===== src/rtl/hazard_ctrl_unit.sv =====
// Pipeline hazard controller: load-use, redirect and memory-wait sequencing for a 5-stage core.
// state     | meaning
// RUN       | normal issue; arbitrates dmem stall > redirect > load-use > imem stall
// DMEM_WAIT | data access outstanding; whole pipe frozen, taken branches deferred
// IMEM_WAIT | fetch outstanding; NOPs fed into IF/ID, PC held unless a branch redirects
module hazard_ctrl_unit #(
   parameter int CNT_W = 16
) (
   input  logic             clk,
   input  logic             reset_n,
   input  logic [4:0]       id_rs1,
   input  logic [4:0]       id_rs2,
   input  logic             id_uses_rs1,
   input  logic             id_uses_rs2,
   input  logic             ex_mem_read,
   input  logic [4:0]       ex_rd,
   input  logic             branch_taken,
   input  logic             dmem_req,
   input  logic             dmem_ready,
   input  logic             imem_ready,
   output logic             pc_write,
   output logic             if_id_stall,
   output logic             if_id_flush,
   output logic             id_ex_bubble,
   output logic             pipe_hold,
   output logic [CNT_W-1:0] stall_cycles,
   output logic [CNT_W-1:0] flush_events
);

   typedef enum logic [1:0] {
      RUN       = 2'd0,
      DMEM_WAIT = 2'd1,
      IMEM_WAIT = 2'd2
   } state_t;

   localparam logic [CNT_W-1:0] CNT_ONE = {{(CNT_W-1){1'b0}}, 1'b1};
   localparam logic [CNT_W-1:0] CNT_MAX = {CNT_W{1'b1}};

   state_t            state_q, state_d;
   logic              pending_q, pending_d;
   logic [CNT_W-1:0]  stall_cnt_q, stall_cnt_d;
   logic [CNT_W-1:0]  flush_cnt_q, flush_cnt_d;

   logic              load_use;
   logic              dmem_stall;
   logic              redirect;
   logic              pc_write_c;
   logic              if_id_stall_c;
   logic              if_id_flush_c;
   logic              id_ex_bubble_c;
   logic              pipe_hold_c;

   assign load_use = ex_mem_read && (ex_rd != 5'd0) &&
                     ((id_uses_rs1 && (id_rs1 == ex_rd)) ||
                      (id_uses_rs2 && (id_rs2 == ex_rd)));

   assign dmem_stall = dmem_req && !dmem_ready;

   always_comb begin
      state_d        = state_q;
      pending_d      = pending_q;
      pc_write_c     = 1'b1;
      if_id_stall_c  = 1'b0;
      if_id_flush_c  = 1'b0;
      id_ex_bubble_c = 1'b0;
      pipe_hold_c    = 1'b0;
      redirect       = 1'b0;

      case (state_q)
         RUN: begin
            if (dmem_stall) begin
               pc_write_c    = 1'b0;
               if_id_stall_c = 1'b1;
               pipe_hold_c   = 1'b1;
               state_d       = DMEM_WAIT;
               if (branch_taken) pending_d = 1'b1;
            end else if (pending_q || branch_taken) begin
               // a deferred redirect takes precedence; a fresh branch_taken is ignored then
               if_id_flush_c  = 1'b1;
               id_ex_bubble_c = 1'b1;
               redirect       = 1'b1;
               pending_d      = 1'b0;
            end else if (load_use) begin
               pc_write_c     = 1'b0;
               if_id_stall_c  = 1'b1;
               id_ex_bubble_c = 1'b1;
            end else if (!imem_ready) begin
               pc_write_c    = 1'b0;
               if_id_flush_c = 1'b1;
               state_d       = IMEM_WAIT;
            end
         end

         DMEM_WAIT: begin
            pc_write_c    = 1'b0;
            if_id_stall_c = 1'b1;
            pipe_hold_c   = 1'b1;
            if (branch_taken) pending_d = 1'b1;
            if (dmem_ready) state_d = RUN;
         end

         IMEM_WAIT: begin
            if_id_flush_c = 1'b1;
            if (branch_taken) begin
               id_ex_bubble_c = 1'b1;
               redirect       = 1'b1;
            end else begin
               pc_write_c = 1'b0;
               if (imem_ready) state_d = RUN;
            end
         end

         default: begin
            pc_write_c = 1'b0;
            state_d    = RUN;
            pending_d  = 1'b0;
         end
      endcase
   end

   always_comb begin
      stall_cnt_d = stall_cnt_q;
      flush_cnt_d = flush_cnt_q;
      if (!pc_write_c && (stall_cnt_q != CNT_MAX)) stall_cnt_d = stall_cnt_q + CNT_ONE;
      if (redirect && (flush_cnt_q != CNT_MAX))    flush_cnt_d = flush_cnt_q + CNT_ONE;
   end

   always_ff @(posedge clk or negedge reset_n) begin
      if (!reset_n) begin
         state_q     <= RUN;
         pending_q   <= 1'b0;
         stall_cnt_q <= '0;
         flush_cnt_q <= '0;
      end else begin
         state_q     <= state_d;
         pending_q   <= pending_d;
         stall_cnt_q <= stall_cnt_d;
         flush_cnt_q <= flush_cnt_d;
      end
   end

   // while reset is held the pipe is kept quiescent: PC frozen and NOPs/bubbles injected
   assign pc_write     = reset_n ? pc_write_c     : 1'b0;
   assign if_id_stall  = reset_n ? if_id_stall_c  : 1'b1;
   assign if_id_flush  = reset_n ? if_id_flush_c  : 1'b1;
   assign id_ex_bubble = reset_n ? id_ex_bubble_c : 1'b1;
   assign pipe_hold    = reset_n ? pipe_hold_c    : 1'b0;

   assign stall_cycles = stall_cnt_q;
   assign flush_events = flush_cnt_q;

endmodule


===== config.mk =====
export PLATFORM = sky130hd
export DESIGN_NAME = hazard_ctrl_unit
export DESIGN_NICKNAME = d
export VERILOG_FILES = /design/src/rtl/hazard_ctrl_unit.sv
export SDC_FILE = /design/constraint.sdc
export NUM_CORES = 1
export LEC_CHECK = 0
export CAP_MARGIN = 20
export CORE_MARGIN = 3
export CORE_UTILIZATION = 44
export CTS_CLUSTER_SIZE = 24
export DETAILED_ROUTE_END_ITERATION = 10
export PLACE_DENSITY = 0.77
export SLEW_MARGIN = 20
export SYNTH_ARGS = -nofsm -noshare
export SYNTH_HDL_FRONTEND = slang
export SYNTH_SLANG_ARGS = --single-unit

===== constraint.sdc =====
create_clock -name clk -period 3.27 [get_ports clk]
set_input_delay 0.4905 -clock clk [delete_from_list [all_inputs] [get_ports clk]]
set_output_delay 0.4905 -clock clk [all_outputs]
set_load 0.01 [all_outputs]

==> run summary, run 1 <==
Clock Power Share -> 0.270
Max Cap Viol -> 0
Number of I/O port buffers -> 60
Grt ovf -> 0
Die Wd -> 72.0 microns
Core region area -> 4090 sq um
CP arrival -> 2590 ps
Syn_area_per_cell -> 10.3 sq um
Combinational group share of total power -> 0.344
Layout area overhead -> 42.8%
Area of the mapped netlist -> 1910 sq um
Antenna-violating nets left -> 0
Most frequent CP cell -> clkdlybuf4s50_1
Worst r2r src -> stall_cycles[0]
Vias -> 1567
H-tree levels -> 2
LEAKAGE -> 1.21 nW
HPWL Detailed -> 3090 microns
Post-CTS Setup Inserts -> 0
Place WS -> 23.1 ps
Worst path slowest cell -> clkdlybuf4s50_1
FF-to-FF End -> stall_cycles[1]
# hold bufs at CTS -> 0
Busiest layer in global routing -> met2
Initial DRC Count -> 118
Slew HR -> 0.626
GP Congestion -> 0.735
Clock Pin Slew Worst Setup and Hold Paths -> 70 ps
Die H -> 72.0 microns
Largest net degree at the start of global routing -> 23
Post-synthesis instance total -> 185
Vias in the first global route -> 1529
Final setup violation count -> 0
Post-synthesis net count -> 211
Launching element type of the critical path -> input port
Crit-path max cell delay -> 510 ps
Max-slew violations -> 0
Final WL -> 4140 microns
Via/cell ratio -> 5.14
Clk_lat worst skew -> 290 ps
GR Util met1 -> 0.210
Met3 usage -> 0.0416
Total CTS buffers -> 5
Clock tree buffer depth -> 2
Diode count -> 0
Pwr dens -> 626 nW/um^2
Sequential cell area fraction in the yosys report -> 0.458
IO Pins -> 61
Gr usage total -> 0.170
Hold crit path type -> input port to async pin
Antenna violations before repair -> 0
Internal -> 0.00117 W
Crit-path cells -> clkdlybuf4s50_1, or4_1, o21ai_1, and2b_1, buf_4, nand2_1, nand3_1, clkdlybuf4s50_1
First-pass GRT wire length -> 6930 microns
Sw power -> 0.000537 W
CP delay by family, top -> buffers and inverters
Buffers plus inverters on the worst setup path -> 3
Setup TNS -> 0 ps
Clk sink count -> 35
Root buffer cell -> clkbuf_8
Fmax -> 325 MHz
Final worst path period share -> 0.942
Switching portion of total power -> 0.314
R2r worst-path depth -> 7
R2r setup slk -> 1040 ps
Maximum vdd drop -> 0.312 mV
Yosys warns -> 0
Crit end category -> output port
Final hold viol count -> 0
DRT Pass-1 Iters -> 4
Status -> finished, final reports clean
RSZ-0062 raised after global routing -> no
CP max FO -> 3
Kind of critical path -> input port to output port
# nets final -> 280
Met2 Usage GRT -> 0.288
Num rows -> 23
Library cells used by synthesis -> 41
Final setup margin -> 191 ps
FF+latch count, synth -> 35
Die Area -> 5180 sq um
Tightest Pin Transition -> 562 ps
Drt drc -> 0
Min cycle time layout -> 3080 ps
Initial Util -> 0.468
Layout cells sized above 1 -> 0.114
Sequential power share -> 0.386
Clock Skew -> 5.15 ps
Routed WL per cell -> 13.6 microns
Critical Path RT -> 2780 ps
CTS tree -> built
[per-stage QoR]
stage / total power (W) / hold WS, ps / cells / utilization / cell area, sq um
2_1_floorplan: 0.000957 / 195 / 185 / - / 1910
3_3_place_gp: 0.00125 / 472 / 297 / 0.633 / 2590
3_5_place_dp: 0.00126 / 467 / 297 / 0.633 / 2590
4_1_cts: 0.00173 / 161 / 305 / 0.666 / 2720
5_1_grt: 0.00182 / 178 / 305 / 0.669 / 2730
6_report: 0.00171 / 153 / 305 / 0.669 / 2730
[final cells by class]
type                            instances  area, sq um
Multi-Input combinational cell        136          972
Tap cell                               50         62.6
Clock buffer                            5         68.8
Clock inverter                          3         67.6
Inverter                                9         33.8
Fill cell                             350         1350
Timing Repair Buffer                   67          653
Sequential cell                        35          876
[power groups by stage]
stage          clock network [W]  registers (W)  logic (W)
6_report                0.000462       0.000660   0.000589
5_1_grt                 0.000492       0.000680   0.000643
4_1_cts                 0.000473       0.000661   0.000600
3_5_place_dp                   0       0.000668   0.000596
3_3_place_gp                   0       0.000666   0.000582
2_1_floorplan                  0       0.000685   0.000273
[worst max path at each step]
stage          depth (start not counted)      endpoint  slack [ps]  startpoint
2_1_floorplan                          5   if_id_flush         990    ex_rd[1]
3_3_place_gp                           7   if_id_flush          80    ex_rd[2]
3_5_place_dp                           7   if_id_flush          20    ex_rd[2]
4_1_cts                                7   if_id_flush          10    ex_rd[2]
5_1_grt                               10  id_ex_bubble          70    ex_rd[2]
6_report                               8  id_ex_bubble         190    ex_rd[2]
[kinds of logic (layout without fill, tap and decap cells)]
family | after synthesis | count (layout) | share of synthesized area
xor+xnor | 40 | 40 | 0.183
mux | 2 | 2 | 0.0118
fa+ha+maj | 2 | 2 | 0.0131
simple gates | 77 | 77 | 0.235
flops | 35 | 35 | 0.458
buf+inv | 14 | 84 | 0.0379
compound gates | 15 | 15 | 0.0621
[placed cells by master, fill, tap and decap left out, drive strengths merged, types with 2 or more instances in the layout]
cell,n
and3,9
buf,8
bufinv,2
clkbuf,5
clkdlybuf4s50,57
dfrtp,35
dlymetal6s2s,2
ha,2
inv,9
mux2,2
nand2,16
nand3,11
nand4,6
nor2,11
nor3,9
nor3b,2
nor4,5
o21a,2
o21ai,4
xnor2,22
xor2,18
[cell usage after synthesis, drive strengths merged]
master	number	area share
dfrtp	35	0.46
xnor2	22	0.10
xor2	18	0.082
nand2	16	0.031
nand3	11	0.029
nor2	11	0.022
and3	9	0.032
inv	9	0.018
nor3	9	0.024
nand4	6	0.020
nor4	5	0.034
buf	4	0.018
o21ai	4	0.012
ha	2	0.013
mux2	2	0.012
nor3b	2	0.0078
o21a	2	0.0078
a21oi	1	0.0026
a221o	1	0.0052
a221oi	1	0.0046
a31oi	1	0.0033
a32o	1	0.0052
a41oi	1	0.0085
and2	1	0.0033
and2b	1	0.0039
and4	1	0.0046
and4bb	1	0.0065
clkbuf	1	0.0020
nand2b	1	0.0072
nor2b	1	0.0033
o221ai	1	0.0046
o22ai	1	0.0033
o41ai	1	0.0046
or2	1	0.0033
or4	1	0.0039
[sequential cells by signal, summed over array words and instances (netlist names)]
register,count
state_q,2
stall_cycles,16
pending_q,1
flush_events,16
[layer usage]
layer  vias up  part of all wire  routed length [microns]
met5         -                 0                        0
met4         0             0.016                       68
met3         5             0.055                      227
met2        50              0.49                     2040
met1       734              0.44                     1810
li1        778                 -                        -
[timing repair]
item	in CTS	in global routing
resized for setup	0	4
hold endpoints to repair	0	0
setup endpoints to repair	0	2
Note: power is estimated with default switching activity, not from simulation.
==> inputs of run 2 (changes only) <==
--- a/config.mk
+++ b/config.mk
@@ -6,7 +6,7 @@
 export NUM_CORES = 1
 export LEC_CHECK = 0
 export CAP_MARGIN = 20
-export CORE_MARGIN = 3
+export CORE_MARGIN = 5
 export CORE_UTILIZATION = 44
 export CTS_CLUSTER_SIZE = 24
 export DETAILED_ROUTE_END_ITERATION = 10
==> run summary, run 2 (same netlist as run 1, synthesis figures left out) <==
Inst Count DP -> 298 (+0.34%)
Multi-input gate area -> 966 sq um (-0.64%)
Maximum vdd drop -> 0.264 mV (-16%)
Post-CTS sizing -> 0 (unchanged)
Initial DRC Count -> 54 (-54%)
LEAKAGE -> 1.19 nW (-1.5%)
Num rows -> 24 (+4.3%)
Sw power -> 0.000524 W (-2.3%)
Die H -> 76.0 microns (+5.6%)
Initial Util -> 0.446 (-0.0227)
Antenna-violating nets left -> 0 (unchanged)
Combinational group share of total power -> 0.371 (+0.027)
Total CTS buffers -> 5 (unchanged)
Largest net degree at the start of global routing -> 25 (+8.7%)
Status -> finished, final reports clean
Gr usage total -> 0.149 (-0.0208)
Clock Skew -> 3.92 ps (-1.22 ps)
Grt ovf -> 0 (unchanged)
Routed WL per cell -> 13.8 microns (+1.5%)
GP Congestion -> 0.810 (+10%)
Register area -> 876 sq um (unchanged)
DRT Pass-1 Iters -> 4 (unchanged)
CTS tree -> built
Clk sink count -> 35 (unchanged)
Vias in the first global route -> 1596 (+4.4%)
Clock tree buffer depth -> 2 (unchanged)
Clock Power Share -> 0.212 (-0.058)
CP arrival -> 2610 ps (+20 ps)
Die Wd -> 76.0 microns (+5.6%)
HPWL Detailed -> 3310 microns (+7.2%)
Layout area overhead -> 40.3%
Root buffer cell -> clkbuf_8
Antenna violations before repair -> 0 (unchanged)
First-pass GRT wire length -> 7310 microns (+5.4%)
CP max FO -> 3 (unchanged)
# hold bufs at CTS -> 0 (unchanged)
Post-route insts no fill -> 306 (+0.33%)
Max-slew violations -> 0 (unchanged)
Dpl cell area -> 2580 sq um (-0.19%)
Final hold viol count -> 0 (unchanged)
Final setup violation count -> 0 (unchanged)
Critical Path RT -> 2780 ps (about the same)
IO Pins -> 61 (unchanged)
Setup TNS -> 0 ps (unchanged)
Number of I/O port buffers -> 60 (unchanged)
Sequential power share -> 0.417 (+0.031)
Design Area, Final -> 2690 sq um (-1.7%)
Clock Pin Slew Worst Setup and Hold Paths -> 70 ps (about the same)
Via/cell ratio -> 5.18 (+0.88%)
Drt drc -> 0 (unchanged)
Clk_lat worst skew -> 270 ps (-20 ps)
Tightest Pin Transition -> 573 ps (+11.2 ps)
H-tree levels -> 2 (unchanged)
Diode count -> 0 (unchanged)
Commonest non-fill, non-tap cell in the layout -> clkdlybuf4s50_1
Pwr dens -> 590 nW/um^2 (-5.7%)
Hold crit path type -> input port to async pin
Core region area -> 4290 sq um (+5.1%)
Layout cells sized above 1 -> 0.102 (-0.0114)
Final WL -> 4210 microns (+1.8%)
Final worst path period share -> 0.949 (+0.00758)
Max Cap Viol -> 0 (unchanged)
Die Area -> 5770 sq um (+11%)
Filler cells -> 381 (+8.9%)
Launching element type of the critical path -> input port
Switching portion of total power -> 0.330 (+0.0168)
Kind of critical path -> input port to output port
RSZ-0062 raised after global routing -> no
Post-CTS Setup Inserts -> 0 (unchanged)
Crit end category -> output port
Vias -> 1586 (+1.2%)
Slew HR -> 0.618 (-0.00747)
Min cycle time layout -> 3100 ps (+24.8 ps)
Fmax -> 322 MHz (-0.80%)
Internal -> 0.00106 W (-9.6%)
Most frequent cells in the layout -> 57 x clkdlybuf4s50_1, 35 x dfrtp_1, 22 x xnor2_1, 18 x xor2_1, 16 x nand2_1
# nets final -> 279 (-0.36%)
==> run 2: final cells by class <==
class / count / share of cell area
Multi-Input combinational cell: 136 / 0.360
Timing Repair Buffer: 66 / 0.240
Tap cell: 52 / 0.0242
Clock buffer: 8 / 0.0373
Sequential cell: 35 / 0.326
Inverter: 9 / 0.0126
==> run 2: final timing paths <==
check / endpoint / startpoint / slack [ps] / depth (start not counted)
setup reg to reg: stall_cycles[1] / stall_cycles[0] / 1060 / 7
min in group clk: stall_cycles[14] / stall_cycles[14] / 490 / 1
setup / recovery: id_ex_bubble / ex_rd[1] / 170 / 8
hold reg to reg: stall_cycles[14] / stall_cycles[14] / 490 / 1
max in group asynchronous: pending_q / reset_n / 2520 / 2
hold / removal: stall_cycles[15] / reset_n / 120 / 1
==> run 2: stage by stage <==
stage / hold WS, ps / utilization / worst slack, ps / power, W
CTS: 126 / 0.624 / 9.74 / 0.00161
global route: 137 / 0.626 / 33.9 / 0.00169
finish: 117 / 0.626 / 166 / 0.00159
global placement: 423 / 0.601 / 63.3 / 0.00125
detailed placement: 426 / 0.601 / 24.2 / 0.00127
floorplan: 195 / - / 988 / 0.000957
==> run 2: power by group through the flow <==
stage / combinational (W) / clock [W] / sequential, W
2_1_floorplan: 0.000273 / 0 / 0.000685
3_3_place_gp: 0.000583 / 0 / 0.000665
3_5_place_dp: 0.000597 / 0 / 0.000668
4_1_cts: 0.000599 / 0.000348 / 0.000660
5_1_grt: 0.000641 / 0.000367 / 0.000681
6_report: 0.000588 / 0.000337 / 0.000661
==> run 2: per-layer routing <==
metal  track usage  up-vias  share of wire  routed length, microns
li1              -      779              -                       -
met1         0.175      755           0.42                    1760
met2         0.251       47           0.49                    2070
met3        0.0545        5          0.078                     328
met4        0.0463        0          0.012                      49
met5             0        -              0                       0
==> run 2: worst max-delay path, stage by stage <==
cell and delay [ps]:
clkdlybuf4s50_1 410, or4_1 540, o21ai_1 170, and2b_1 220, buf_4 140, nand2_1 60, nand3_1 80, clkdlybuf4s50_1 510
